`config.mk`:
```
export PLATFORM = sky130hd
export DESIGN_NAME = mem_access_stage
export DESIGN_NICKNAME = d
export VERILOG_FILES = /design/src/rtl/mips_pkg.sv /design/src/rtl/mem_wb_reg.sv /design/src/rtl/mem_access_stage.sv
export SDC_FILE = /design/constraint.sdc
export NUM_CORES = 1
export LEC_CHECK = 0
export BUFFER_PORTS_ARGS = -buffer_cell sky130_fd_sc_hd__buf_2
export CAP_MARGIN = 40
export CORE_ASPECT_RATIO = 0.75
export CORE_MARGIN = 8
export CORE_UTILIZATION = 48
export CTS_CLUSTER_SIZE = 24
export DETAILED_ROUTE_END_ITERATION = 12
export PLACE_DENSITY = 0.8
export SYNTH_ARGS = -nofsm -noshare
export SYNTH_HDL_FRONTEND = slang
export SYNTH_HIERARCHICAL = 1
export SYNTH_SLANG_ARGS = --single-unit
```
`constraint.sdc`:
```
create_clock -name clock -period 2.17 [get_ports clock]
set_clock_uncertainty 0.1 [all_clocks]
set_input_delay 0.5425 -clock clock [delete_from_list [all_inputs] [get_ports clock]]
set_output_delay 0.5425 -clock clock [all_outputs]
set_load 0.005 [all_outputs]
```
`src/rtl/mips_pkg.sv`:
```
// Shared MIPS pipeline definitions: EX/MEM control-bit positions and MEM-stage FSM states.
package mips_pkg;

  localparam int unsigned CTR_W        = 5;
  localparam int unsigned CTR_BRANCH   = 4;
  localparam int unsigned CTR_MEMREAD  = 3;
  localparam int unsigned CTR_MEMWRITE = 2;
  localparam int unsigned CTR_REGWRITE = 1;
  localparam int unsigned CTR_MEMTOREG = 0;

  typedef enum logic [1:0] {
    IDLE = 2'd0,
    WAIT = 2'd1,
    DONE = 2'd2
  } mem_state_t;

endpackage

```
`src/rtl/mem_wb_reg.sv`:
```
// MEM/WB pipeline register: a bubble (or reset) clears every field; otherwise load captures the inputs.
module mem_wb_reg #(
  parameter int unsigned DATA_W = 32,
  parameter int unsigned REG_W  = 5
) (
  input  logic              clock,
  input  logic              reset,
  input  logic              i_load,
  input  logic              i_bubble,
  input  logic [1:0]        i_ctr,
  input  logic [DATA_W-1:0] i_rdata,
  input  logic [DATA_W-1:0] i_alu,
  input  logic [REG_W-1:0]  i_reg,
  output logic [1:0]        o_ctr,
  output logic [DATA_W-1:0] o_rdata,
  output logic [DATA_W-1:0] o_alu,
  output logic [REG_W-1:0]  o_reg
);

  logic [1:0]        r_ctr;
  logic [DATA_W-1:0] r_rdata;
  logic [DATA_W-1:0] r_alu;
  logic [REG_W-1:0]  r_reg;

  always_ff @(posedge clock) begin
    if (reset || i_bubble) begin
      r_ctr   <= '0;
      r_rdata <= '0;
      r_alu   <= '0;
      r_reg   <= '0;
    end else if (i_load) begin
      r_ctr   <= i_ctr;
      r_rdata <= i_rdata;
      r_alu   <= i_alu;
      r_reg   <= i_reg;
    end
  end

  assign o_ctr   = r_ctr;
  assign o_rdata = r_rdata;
  assign o_alu   = r_alu;
  assign o_reg   = r_reg;

endmodule

```
`src/rtl/mem_access_stage.sv`:
```
// MIPS MEM stage: data-memory req/ready access with pipeline stall, branch resolve, MEM/WB drive.
// Optional MEM_ALIGN_CHECK_EN: misaligned accesses are dropped and flagged on align_fault.
module mem_access_stage
  import mips_pkg::*;
#(
  parameter int unsigned DATA_W = 32,
  parameter int unsigned REG_W  = 5
) (
  input  logic              clock,
  input  logic              reset,
  input  logic [CTR_W-1:0]  ctr_bits,
  input  logic [DATA_W-1:0] add_result,
  input  logic              zero,
  input  logic [DATA_W-1:0] alu_result,
  input  logic [DATA_W-1:0] rdata2,
  input  logic [REG_W-1:0]  write_reg,
  output logic              dmem_req,
  output logic              dmem_we,
  output logic [DATA_W-1:0] dmem_addr,
  output logic [DATA_W-1:0] dmem_wdata,
  input  logic [DATA_W-1:0] dmem_rdata,
  input  logic              dmem_ready,
  output logic              stall,
  output logic              pcsrc,
  output logic [DATA_W-1:0] branch_target,
  output logic              align_fault,
  output logic [1:0]        wb_ctr,
  output logic [DATA_W-1:0] wb_rdata,
  output logic [DATA_W-1:0] wb_alu,
  output logic [REG_W-1:0]  wb_reg
);

  mem_state_t        r_state;
  logic              r_req;
  logic              r_we;
  logic [DATA_W-1:0] r_addr;
  logic [DATA_W-1:0] r_wdata;
  logic [DATA_W-1:0] r_rdata;
  logic              r_align_fault;

  logic              w_memop;
  logic              w_misaligned;
  logic              w_issue;
  logic [DATA_W-1:0] w_addr;
  logic              w_wb_load;
  logic              w_wb_bubble;
  logic [DATA_W-1:0] w_wb_rdata;

  assign w_memop = ctr_bits[CTR_MEMREAD] | ctr_bits[CTR_MEMWRITE];

`ifdef MEM_ALIGN_CHECK_EN
  assign w_misaligned = |alu_result[1:0];
  assign w_addr       = alu_result;
`else
  assign w_misaligned = 1'b0;
  assign w_addr       = {alu_result[DATA_W-1:2], 2'b00};
`endif

  assign w_issue = (r_state == IDLE) && w_memop && !w_misaligned;

  // Stall and MEM/WB write selection for the current state
  always_comb begin
    stall       = 1'b0;
    w_wb_load   = 1'b0;
    w_wb_bubble = 1'b0;
    w_wb_rdata  = '0;
    unique case (r_state)
      IDLE: begin
        stall = w_issue;
        if (w_memop) w_wb_bubble = 1'b1;
        else         w_wb_load   = 1'b1;
      end
      WAIT: begin
        stall       = 1'b1;
        w_wb_bubble = 1'b1;
      end
      DONE: begin
        w_wb_load  = 1'b1;
        w_wb_rdata = r_rdata;
      end
      default: w_wb_bubble = 1'b1;
    endcase
  end

  // Access FSM; a reset while waiting simply abandons the request
  always_ff @(posedge clock) begin
    if (reset) begin
      r_state       <= IDLE;
      r_req         <= 1'b0;
      r_we          <= 1'b0;
      r_addr        <= '0;
      r_wdata       <= '0;
      r_rdata       <= '0;
      r_align_fault <= 1'b0;
    end else begin
      r_align_fault <= 1'b0;
      unique case (r_state)
        IDLE: begin
          if (w_issue) begin
            r_state <= WAIT;
            r_req   <= 1'b1;
            r_we    <= ctr_bits[CTR_MEMWRITE];
            r_addr  <= w_addr;
            r_wdata <= rdata2;
          end else if (w_memop && w_misaligned) begin
            r_align_fault <= 1'b1;
          end
        end
        WAIT: begin
          if (dmem_ready) begin
            r_state <= DONE;
            r_req   <= 1'b0;
            r_rdata <= r_we ? '0 : dmem_rdata;
          end
        end
        DONE:    r_state <= IDLE;
        default: r_state <= IDLE;
      endcase
    end
  end

  mem_wb_reg #(
    .DATA_W (DATA_W),
    .REG_W  (REG_W)
  ) u_mem_wb_reg (
    .clock    (clock),
    .reset    (reset),
    .i_load   (w_wb_load),
    .i_bubble (w_wb_bubble),
    .i_ctr    ({ctr_bits[CTR_REGWRITE], ctr_bits[CTR_MEMTOREG]}),
    .i_rdata  (w_wb_rdata),
    .i_alu    (alu_result),
    .i_reg    (write_reg),
    .o_ctr    (wb_ctr),
    .o_rdata  (wb_rdata),
    .o_alu    (wb_alu),
    .o_reg    (wb_reg)
  );

  assign dmem_req      = r_req;
  assign dmem_we       = r_we;
  assign dmem_addr     = r_addr;
  assign dmem_wdata    = r_wdata;
  assign align_fault   = r_align_fault;
  assign pcsrc         = ctr_bits[CTR_BRANCH] & zero;
  assign branch_target = add_result;

endmodule

```
# Word level (Yosys, flattened, before mapping)
# Index checks and enable logic that the tools add are counted.
# Widths: inputs -> output; s select.
[classes]
n_eq_ne = 4
mux = 13
bitwise_logic = 2
reduce_logical = 8
[ops]
columns = ["cell", "n"]
rows = [
  ["$mux 32", 2],
  ["$pmux 1 s2", 4],
  ["$reduce_and 2->1", 3],
  ["$mux 1", 4],
  ["$mux 2", 2],
  ["$ne 2x2->1 const B", 2],
  ["$pmux 2 s2", 1],
  ["$reduce_and 3->1", 1],
  ["$eq 2x1->1 const B", 1],
  ["$eq 2x2->1 const B", 1],
  ["$logic_not 2->1", 1],
  ["$reduce_bool 2->1", 1],
  ["$and 1x1->1", 1],
  ["$logic_and 1x1->1", 1],
  ["$logic_or 1x1->1", 1],
  ["$or 1x1->1", 1],
]
[totals]
reg_bits = 169
input_bits = 142
elab_cells = 37

# Logic depth before layout (Yosys ltp)
# Gate-level depths: netlist of the first run.
[logic_depth]
depth_word = 4
depth_mapped = 10
ltp_nobuf = 5

# Cells and area by module
# The synthesis of the first run kept the hierarchy.
[modules_own_cells]
columns = ["module", "instances", "cells_per_inst", "area_per_inst_um2", "seq_area_each_um2"]
rows = [
  ["mem_access_stage", 1, 505, 4775.8, 1961.9],
  ["mem_wb_reg", 1, 230, 2581.2, 1421.4],
]

# Worst setup path before layout of the first run
# Ideal clock, no wire load.
[synth_timing]
path_type = "input -> register"
startpoint = "input ctr_bits[2]"
endpoint = "register u_mem_wb_reg.r_alu[0] (netlist: u_mem_wb_reg/o_alu[0])"
arrival_time_ns = 1.671
path_slack_ns = 0.284
stages = 8
cell_sequence = "o21a_4 > buf_12 > buf_12 > nor2_1 > buf_4 > buf_6 > mux2i_1 > nor2_1"
[synth_between]
word_cells_on_any_way = 6
classes_between = "4 x mux; 1 x bitwise; 1 x reduce/logical"
[synth_rtl]
columns = ["item", "line", "source"]
rows = [
  ["start: declaration", "mem_access_stage.sv:11", "input logic [CTR_W-1:0] ctr_bits,"],
  ["$or 1x1->1", "mem_access_stage.sv:49", "assign w_memop = ctr_bits[CTR_MEMREAD] | ctr_bits[CTR_MEMWRITE];"],
  ["$mux 1", "mem_access_stage.sv:70", "if (w_memop) w_wb_bubble = 1'b1;"],
  ["$pmux 1 s2", "mem_access_stage.sv:67", "unique case (r_state)"],
  ["net w_wb_load", "mem_access_stage.sv:45", "logic w_wb_load;"],
  ["end signal: assignment", "mem_wb_reg.sv:34", "r_alu <= i_alu;"],
  ["end: declaration", "mem_wb_reg.sv:22", "logic [DATA_W-1:0] r_alu;"],
]
# The timed path passes the listed nets, and every way through them passes these cells.
# A chain may end at the register's enable or synchronous reset.

# Final worst setup path of the first run
[layout_timing]
startpoint = "register r_state[0]"
endpoint = "output stall"
[layout_between]
elab_chain_len = 3
word_cells_on_any_way = 4
classes_between = "1 x eq/ne; 1 x mux; 2 x reduce/logical"
[layout_rtl]
columns = ["item", "line", "source"]
rows = [
  ["start: declaration", "mem_access_stage.sv:33", "mem_state_t r_state;"],
  ["start signal: assignment", "mem_access_stage.sv:88", "r_state <= IDLE;"],
  ["start signal: assignment", "mem_access_stage.sv:100", "r_state <= WAIT;"],
  ["start signal: assignment", "mem_access_stage.sv:111", "r_state <= DONE;"],
  ["$logic_not 2->1", "mem_access_stage.sv:59, mem_access_stage.sv:67", ""],
  ["$logic_and 1x1->1", "mem_access_stage.sv:59", "assign w_issue = (r_state == IDLE) && w_memop && !w_misaligned;"],
  ["$pmux 1 s2 *", "mem_access_stage.sv:67", ""],
  ["end: declaration", "mem_access_stage.sv:23", "output logic stall,"],
]
# Every way passes the cells marked *; elsewhere a longest branch is shown, timed or not.

==> impl_metrics.env, run 1 <==
export IMPL_dpl_cell_area_um2=8300
export IMPL_hold_path_class="in2reg"
export IMPL_initial_core_util_pct=48.6
export IMPL_grt_total_usage_pct=18.2
export IMPL_die_y_um=123
export IMPL_fill_cells=1330
export IMPL_grt_pass1_vias=5594
export IMPL_min_period_ps=1990
export IMPL_postSynthAreaPerCell_um2=10.0
export IMPL_finalHoldViolCount=0
export IMPL_grt_ovfl_total=0
export IMPL_cts_root_buf="clkbuf_16"
export IMPL_clock_fmax_ghz=0.501
export IMPL_final_layout_size_suffix_gt1_share_pct=31.7
export IMPL_ir_drop_v=0.000530
export IMPL_p_leak_nw=4.16
export IMPL_antenna_left=0
export IMPL_slew_headroom_pct=66.4
export IMPL_cp_end_kind="output pin"
export IMPL_rsz0062_at_grt="no"
export IMPL_cts_hold_buf=0
export IMPL_gp_congestion=0.808
export IMPL_port_buffers=246
export IMPL_htreeDepth=4
export IMPL_r2r_start="r_state[0]$_SDFFE_PP0P_"
export IMPL_grt_max_degree=72
export IMPL_worstSetupPathType="reg2out"
export IMPL_ys_seq_area_share_pct=46.0
export IMPL_hpwl_um=13000
export IMPL_antenna_found_initial=0
export IMPL_die_area_um2=19600
export IMPL_cts_tree="built"
export IMPL_period_share_pct=91.9
export IMPL_drc_errors=0
export IMPL_routed_via_density=4.84
export IMPL_nets=1067
export IMPL_vias=5527
export IMPL_drt_total_wl_um=18400
export IMPL_start_kind="flop"
export IMPL_clk_pin_slew_ps=60
export IMPL_report_final_slew_viol_count=0
export IMPL_path_max_fanout=8
export IMPL_grt_pass1_wl_um=29200
export IMPL_syn_inst=735
export IMPL_pin_count=314
export IMPL_num_rows=39
export IMPL_cts_setup_buffers=0
export IMPL_cts_sinks=169
export IMPL_tightestPinTransition_ps=504
export IMPL_routedWlPerCell_um=16.1
export IMPL_finalInstanceArea_um2=8920
export IMPL_chipWidth_um=159
export IMPL_clock_latency_ps=410
export IMPL_crit_start="r_state[0]$_SDFFE_PP0P_"
export IMPL_power_density_nw_per_um2=851
export IMPL_synthDistinctLibCells=24
export IMPL_cts_buffers=17
export IMPL_min_delay_start="write_reg[1]"
export IMPL_arrival_ps=1350
export IMPL_core_area_um2=15100
export IMPL_drtIter0Drc=298
export IMPL_areaGrowthSynthToFinish_pct=21.3
export IMPL_tns_ps=0
export IMPL_setup_viol=0
export IMPL_yosys_warnings=6
export IMPL_ctsResizeCount=0
export IMPL_status="completed"
export IMPL_diodes=0
export IMPL_synth_area_um2=7360
export IMPL_synth_seq_cells=169
export IMPL_firstDrtPassIters=5
export IMPL_crit_required_ps=1530
export IMPL_clk_path_buf_depth=2
export IMPL_drv_cap=0
-- cells in the mapped netlist --
cell type	instances	area [um^2]
or2_1	1	6.26
or3b_2	1	8.76
buf_2	8	40.0
mux2i_1	133	1330
nand2b_1	125	782
a21bo_2	1	10.0
nand2_1	34	128
o21ai_0	1	5.00
clkbuf_1	18	67.6
nor2_1	74	278
nand3b_1	32	240
and2_1	33	206
buf_4	37	278
buf_6	19	214
nor2_4	1	11.3
and2b_2	1	8.76
a21oi_1	35	175
nor3_1	1	5.00
conb_1	1	3.75
o21a_4	1	15.0
and3b_1	1	8.76
nand3b_2	1	11.3
dfxtp_1	169	3380
buf_12	7	140
-- final timing paths --
check,to,slack [ps],cells past startpoint
max,stall,180,3
min,u_mem_wb_reg/o_reg[1]$_SDFFE_PP0P_,270,3
max reg2reg,u_mem_wb_reg/o_alu[9]$_SDFFE_PP0P_,360,6
min reg2reg,r_rdata[11]$_SDFFE_PP0P_,350,2
-- through the flow --
step	hold WS [ps]	std cells	utilization, %	worst slack [ps]	total power, mW
floorplan	327	737	-	284	4.21
global placement	334	1111	54.9	270	4.45
detailed placement	339	1111	54.9	230	4.47
CTS	251	1142	59.0	166	7.68
global route	265	1142	59.0	107	7.90
finish	271	1142	59.0	176	7.60
-- layout by cell type, fill, tap and decap left out, types with 2 or more instances in the layout --
cell       instances
clkbuf_8           2
mux2i_1          133
conb_1             3
nand3b_1          32
and2_1            33
buf_12             7
dfxtp_1          169
clkinv_2           5
nor2_1            73
nand2b_1         125
buf_2            245
buf_4              6
nand2_1           34
a21oi_1           35
inv_6              2
clkbuf_16         17
nor2_4             2
bufinv_16          4
-- layer usage --
metal | track usage, % | part of all wire (%) | vias up
li1 | - | - | 2742
met1 | 22.1 | 45 | 2575
met4 | 5.52 | 1.2 | 0
met3 | 7.82 | 8.3 | 17
met5 | 0 | 0 | -
met2 | 29.3 | 46 | 193
-- final cells by class --
| cell class | count | area [um^2] | area share [%] |
|---|---|---|---|
| tap | 205 | 256 | 2.87 |
| timing repair buffer | 258 | 1410 | 15.8 |
| sequential | 169 | 3380 | 37.9 |
| multi-input combinational | 479 | 3250 | 36.4 |
| clock inverter | 12 | 171 | 1.92 |
| clock buffer | 19 | 453 | 5.07 |
-- worst max-delay path, cell delays in order (launching register included) --
cell	delay (ps)
dfxtp_1	560
nor3_1	110
nor2_1	140
buf_2	140
-- power by group --
group          internal, mW  total, mW  switching, mW
combinational         0.511       1.04          0.528
sequential             3.27       3.36         0.0883
clock                  1.98       3.20           1.22
-- cell families after synthesis --
logic type	count (synthesis)	synth area share, %
muxes	133	18.1
AOI/OAI and AO/OA	38	2.79
buffers and inverters	89	10.1
DFF	169	46.0
and+or+nand+nor	305	23.0
other	1	0.0510
Note: power is estimated with default switching activity, not from simulation.
==> run 2, diff against run 1 <==
--- a/config.mk
+++ b/config.mk
@@ -12,6 +12,7 @@
 export CORE_UTILIZATION = 48
 export CTS_CLUSTER_SIZE = 24
 export DETAILED_ROUTE_END_ITERATION = 12
+export GPL_TIMING_DRIVEN = 0
 export PLACE_DENSITY = 0.8
 export SYNTH_ARGS = -nofsm -noshare
 export SYNTH_HDL_FRONTEND = slang
==> impl_metrics.env, run 2 (synthesized netlist as in run 1, its figures left out) <==
export IMPL_start_kind="flop"
export IMPL_power_density_nw_per_um2=780
export IMPL_ir_drop_v=0.000499
export IMPL_grt_total_usage_pct=19.7
export IMPL_cts_root_buf="clkbuf_16"
export IMPL_cts_sinks=169
export IMPL_port_buffers=278
export IMPL_final_cell_mix="286 x buf_2, 169 x dfxtp_1, 133 x mux2i_1, 125 x nand2b_1, 74 x nor2_1"
export IMPL_dpl_cell_area_um2=9010
export IMPL_areaGrowthSynthToFinish_pct=30.0
export IMPL_cts_hold_buf=0
export IMPL_antenna_found_initial=2
export IMPL_antenna_left=0
export IMPL_p_leak_nw=4.55
export IMPL_nets=1176
export IMPL_drv_cap=0
export IMPL_chipWidth_um=159
export IMPL_cts_tree="built"
export IMPL_finalHoldViolCount=0
export IMPL_grt_pass1_wl_um=31200
export IMPL_clk_path_buf_depth=2
export IMPL_cp_end_kind="flop"
export IMPL_hpwl_um=15700
export IMPL_final_layout_size_suffix_gt1_share_pct=36.6
export IMPL_setup_viol=0
export IMPL_firstDrtPassIters=4
export IMPL_drc_errors=0
export IMPL_min_delay_start="ctr_bits[0]"
export IMPL_crit_required_ps=2380
export IMPL_die_y_um=123
export IMPL_internal_power_mw=5.62
export IMPL_utilization_pct=63.2
export IMPL_vias=5849
export IMPL_drtIter0Drc=253
export IMPL_tns_ps=0
export IMPL_clk_pin_slew_ps=60
export IMPL_cts_buffers=17
export IMPL_num_rows=39
export IMPL_rsz0062_at_grt="no"
export IMPL_dpl_worst_slack_ps=-53.6
export IMPL_crit_start="r_state[1]$_SDFFE_PP0P_"
export IMPL_clock_latency_ps=410
export IMPL_grt_ovfl_total=0
export IMPL_cts_setup_buffers=0
export IMPL_arrival_ps=2180
export IMPL_dp_cells=1220
export IMPL_status="completed"
export IMPL_routed_via_density=4.68
export IMPL_grt_max_degree=17
export IMPL_min_period_ps=1980
export IMPL_initial_core_util_pct=48.6
export IMPL_final_common_cell="buf_2"
export IMPL_finalInstanceArea_um2=9560
export IMPL_clock_fmax_ghz=0.506
export IMPL_core_area_um2=15100
export IMPL_die_area_um2=19600
export IMPL_hold_path_class="in2reg"
export IMPL_netSwitchingFraction_pct=24.7
export IMPL_setup_ws_ps=192
export IMPL_ctsResizeCount=0
export IMPL_fill_cells=1294
export IMPL_routedWlPerCell_um=16.2
export IMPL_report_final_slew_viol_count=0
export IMPL_htreeDepth=4
export IMPL_fin_cells=1249
export IMPL_path_max_fanout=10
export IMPL_clockPowerShare_pct=38.3
export IMPL_seqPwrFrac_pct=45.0
export IMPL_gp_congestion=0.834
export IMPL_drt_total_wl_um=20200
export IMPL_p_comb_share_pct=16.7
export IMPL_worstSetupPathType="reg2reg"
export IMPL_grt_pass1_vias=5941
export IMPL_switchingPower_mw=1.84
export IMPL_period_share_pct=91.1
export IMPL_pin_count=314
export IMPL_r2r_start="r_state[1]$_SDFFE_PP0P_"
-- run 2: cell count changes in the layout (fill, tap and decap cells not counted), moves of 2 or more --
| cell | delta |
|---|---|
| clkinvlp_4 | +2 |
| buf_4 | +31 |
| inv_6 | -2 |
| bufinv_16 | -2 |
| clkbuf_1 | +19 |
| buf_6 | +19 |
| buf_2 | +41 |
-- run 2: per-layer routing --
| layer | share of wire [%] | global-route usage, % |
|---|---|---|
| met2 | 47 | 32.5 |
| met3 | 6.6 | 7.05 |
| met4 | 0.89 | 5.05 |
| met5 | 0.049 | 0 |
| met1 | 45 | 24.4 |
-- run 2: worst max-delay path: stages (launching register included) --
cell and delay (ps):
dfxtp_1 440, nor2_4 80, o21a_4 130, buf_12 150
buf_12 150, nor2_1 80, buf_4 230, buf_6 220
mux2i_1 220, nor2_1 60
-- run 2: path summary, 6_finish.rpt --
kind	end	slack, ps	cells past startpoint
max	u_mem_wb_reg/o_reg[3]$_SDFFE_PP0P_	190	9
min	u_mem_wb_reg/o_ctr[0]$_SDFFE_PP0P_	270	3
max reg2reg	u_mem_wb_reg/o_reg[3]$_SDFFE_PP0P_	190	9
min reg2reg	r_rdata[11]$_SDFFE_PP0P_	350	2
-- run 2: final cells by class --
class                   instances  area (um^2)  area share (%)
repair buffers                278         1390            14.6
flip-flops and latches        169         3380            35.4
multi-input cells             479         3240            33.9
well taps                     205          256            2.68
clock buffers                  19          443            4.63
plain buffers                  89          739            7.73
diodes                          1         2.50          0.0262
clock inverters                 9          104            1.09
-- run 2: stage by stage --
step	hold WS, ps	total power, mW
5_1_grt	264	7.77
2_1_floorplan	327	4.21
6_report	267	7.46
3_3_place_gp	334	4.66
4_1_cts	249	7.54
3_5_place_dp	339	4.68
-- run 2: power by group through the flow --
stage / combinational (mW) / sequential, mW / clock (mW)
final: 1.24 / 3.36 / 2.86
after global routing: 1.35 / 3.37 / 3.05
after CTS: 1.26 / 3.36 / 2.92
after detailed placement: 1.26 / 3.42 / 0
after global placement: 1.24 / 3.41 / 0
after floorplan: 0.786 / 3.43 / 0
==> run 3, diff against run 2 <==
--- a/config.mk
+++ b/config.mk
@@ -7,14 +7,13 @@
 export LEC_CHECK = 0
 export BUFFER_PORTS_ARGS = -buffer_cell sky130_fd_sc_hd__buf_2
 export CAP_MARGIN = 40
-export CORE_ASPECT_RATIO = 0.75
 export CORE_MARGIN = 8
-export CORE_UTILIZATION = 48
+export CORE_UTILIZATION = 46
 export CTS_CLUSTER_SIZE = 24
 export DETAILED_ROUTE_END_ITERATION = 12
 export GPL_TIMING_DRIVEN = 0
 export PLACE_DENSITY = 0.8
+export REMOVE_ABC_BUFFERS = 1
 export SYNTH_ARGS = -nofsm -noshare
 export SYNTH_HDL_FRONTEND = slang
-export SYNTH_HIERARCHICAL = 1
 export SYNTH_SLANG_ARGS = --single-unit
==> impl_metrics.env, run 3 <==
export IMPL_syn_inst=622
export IMPL_final_common_cell="buf_2"
export IMPL_synth_compound_area_share_pct=3.16
export IMPL_crit_required_ps=2410
export IMPL_yosys_warnings=0
export IMPL_timing_hold_ws_ps=221
export IMPL_cts_buffers=17
export IMPL_synthAdderAreaFrac_pct=0
export IMPL_p_leak_nw=3.99
export IMPL_synth_seq_cells=169
export IMPL_slew_headroom_pct=45.1
export IMPL_slowest_stage="dfxtp_2"
export IMPL_path_cells="buf_8 -> nor3_4 -> buf_12 -> buf_8 -> buf_16 -> buf_8 -> buf_8 -> mux2i_1"
export IMPL_final_layout_size_suffix_gt1_share_pct=35.4
export IMPL_ir_drop_v=0.000639
export IMPL_antenna_found_initial=5
export IMPL_setup_viol=0
export IMPL_die_y_um=134
export IMPL_synth_top_area_share_pct=52.7
export IMPL_dpl_worst_slack_ps=-405
export IMPL_rrSetupSlack_ps=130
export IMPL_synthTopCellsByCount="169 x dfxtp_1, 124 x nand2b_1, 62 x mux2i_1"
export IMPL_firstDrtPassIters=4
export IMPL_grt_pass1_wl_um=25800
export IMPL_diodes=0
export IMPL_ys_seq_area_share_pct=52.7
export IMPL_cts_hold_buf=0
export IMPL_synth_xor_area_share_pct=0
export IMPL_port_buffers=246
export IMPL_tns_ps=0
export IMPL_tightestPinTransition_ps=821
export IMPL_core_area_um2=13800
export IMPL_chipWidth_um=134
export IMPL_async_reset_ff_share_pct=0
export IMPL_cp_end_kind="flop"
export IMPL_status="completed"
export IMPL_cp_top_family="buffers and inverters"
export IMPL_min_period_ps=2040
export IMPL_gp_congestion=0.730
export IMPL_clock_fmax_ghz=0.491
export IMPL_clk_pin_slew_ps=70
export IMPL_vias=4831
export IMPL_pin_count=314
export IMPL_routed_via_density=4.76
export IMPL_postSynthAreaPerCell_um2=10.3
export IMPL_ys_flop_type="dfxtp_1"
export IMPL_synthDistinctLibCells=24
export IMPL_period_share_pct=93.8
export IMPL_synth_area_um2=6420
export IMPL_nets=964
export IMPL_cts_root_buf="clkbuf_16"
export IMPL_crit_top_cell="buf_8"
export IMPL_grt_max_degree=85
export IMPL_utilization_pct=59.5
export IMPL_grt_total_usage_pct=18.5
export IMPL_critical_path_max_stage_delay_ps=370
export IMPL_arrival_ps=2270
export IMPL_die_area_um2=18000
export IMPL_htreeDepth=4
export IMPL_clock_latency_ps=420
export IMPL_synth_edf_count=0
export IMPL_yosys_area_share_simple_pct=25.7
export IMPL_path_max_fanout=30
export IMPL_areaGrowthSynthToFinish_pct=27.6
export IMPL_drt_total_wl_um=17200
export IMPL_initial_core_util_pct=46.6
export IMPL_final_cell_mix="245 x buf_2, 168 x dfxtp_1, 124 x nand2b_1, 62 x mux2i_1, 40 x and2_1"
export IMPL_setup_ws_ps=134
export IMPL_rsz0062_at_grt="no"
export IMPL_drv_cap=0
export IMPL_fill_cells=1174
export IMPL_grt_pass1_vias=4783
export IMPL_power_density_nw_per_um2=893
export IMPL_synth_top_family_by_area="simple AND/OR/NAND/NOR gates"
export IMPL_drtIter0Drc=174
export IMPL_cts_tree="built"
export IMPL_routedWlPerCell_um=16.9
export IMPL_synth_mux_area_share_pct=9.67
export IMPL_hpwl_um=12900
export IMPL_synth_top_cell_by_area="dfxtp_1"
export IMPL_finalHoldViolCount=0
export IMPL_antenna_left=0
export IMPL_start_kind="flop"
export IMPL_num_rows=43
export IMPL_report_final_slew_viol_count=0
export IMPL_worstSetupPathType="reg2reg"
export IMPL_power_mw=7.31
export IMPL_synth_most_common_cell="dfxtp_1"
export IMPL_clk_path_buf_depth=2
export IMPL_critPathBufInv=6
export IMPL_hold_path_class="in2reg"
export IMPL_grt_ovfl_total=0
export IMPL_cts_sinks=169
export IMPL_drc_errors=0
export IMPL_synth_area_leaders="dfxtp_1 53%, nand2b_1 12%, mux2i_1 9.7%, buf_4 4.6%, and2_1 3.9%"
[run 3: cell count changes after synthesis, moves of 3 or more]
cell / delta
buf_8: +6
and3_1: +32
nor2_1: -70
buf_12: -7
and2_1: +7
buf_6: -15
clkbuf_1: +3
mux2i_1: -71
[run 3: path summary, 6_finish.rpt]
| kind | start | end | cells after the start |
|---|---|---|---|
| setup / recovery | r_state[1]$_SDFFE_PP0P_ | dmem_wdata[14]$_SDFFE_PP0P_ | 8 |
| hold / removal | write_reg[1] | u_mem_wb_reg.o_reg[1]$_SDFFE_PP0P_ | 2 |
| setup reg to reg | r_state[1]$_SDFFE_PP0P_ | dmem_wdata[14]$_SDFFE_PP0P_ | 8 |
| hold reg to reg | r_rdata[18]$_SDFFE_PP0P_ | r_rdata[18]$_SDFFE_PP0P_ | 2 |
[run 3: cell type report]
cell class                      count  area, um^2  share of cell area (%)
Multi-Input combinational cell    374        2490                    30.4
Clock inverter                     11         160                    1.96
Timing Repair Buffer              260        1460                    17.9
Clock buffer                       21         470                    5.74
Tap cell                          180         225                    2.75
Sequential cell                   169        3380                    41.3
[run 3: per-layer routing]
layer	part of all wire, %	track usage, %	vias up
met5	0.73	2.62	-
met4	0.92	5.99	12
met3	15	13.0	22
met2	43	26.7	237
met1	41	20.9	2178
li1	-	-	2382
[run 3: cell families (layout without fill, tap and decap cells)]
family                 count (synthesis)  in the layout
AND/OR/NAND/NOR                      271            271
multiplexers                          62             62
flip-flops                           169            169
buffers and inverters                 81            292
other                                  1              3
AO/OA/AOI/OAI                         38             38
[run 3: where the power goes]
part           total (mW)  internal [mW]  switching, mW
clock                3.19           1.93           1.26
combinational       0.788          0.413          0.375
sequential           3.34           3.26         0.0773
total                7.31           5.60           1.71
[run 3: metrics by stage]
stage	cell area (um^2)	cells
global placement	7320	969
floorplan	5860	543
global route	8190	1015
detailed placement	7550	982
CTS	8190	1015
finish	8190	1015
[run 3: timing repair]
| action | 4_1_cts | 5_1_grt |
|---|---|---|
| setup buffers | 1 | 0 |
| hold endpoints to repair | 0 | 0 |
| cloned | 0 | 0 |
| setup endpoints to repair | 17 | 42 |
| gates resized for setup | 1 | 2 |
| pin swaps | 1 | 0 |
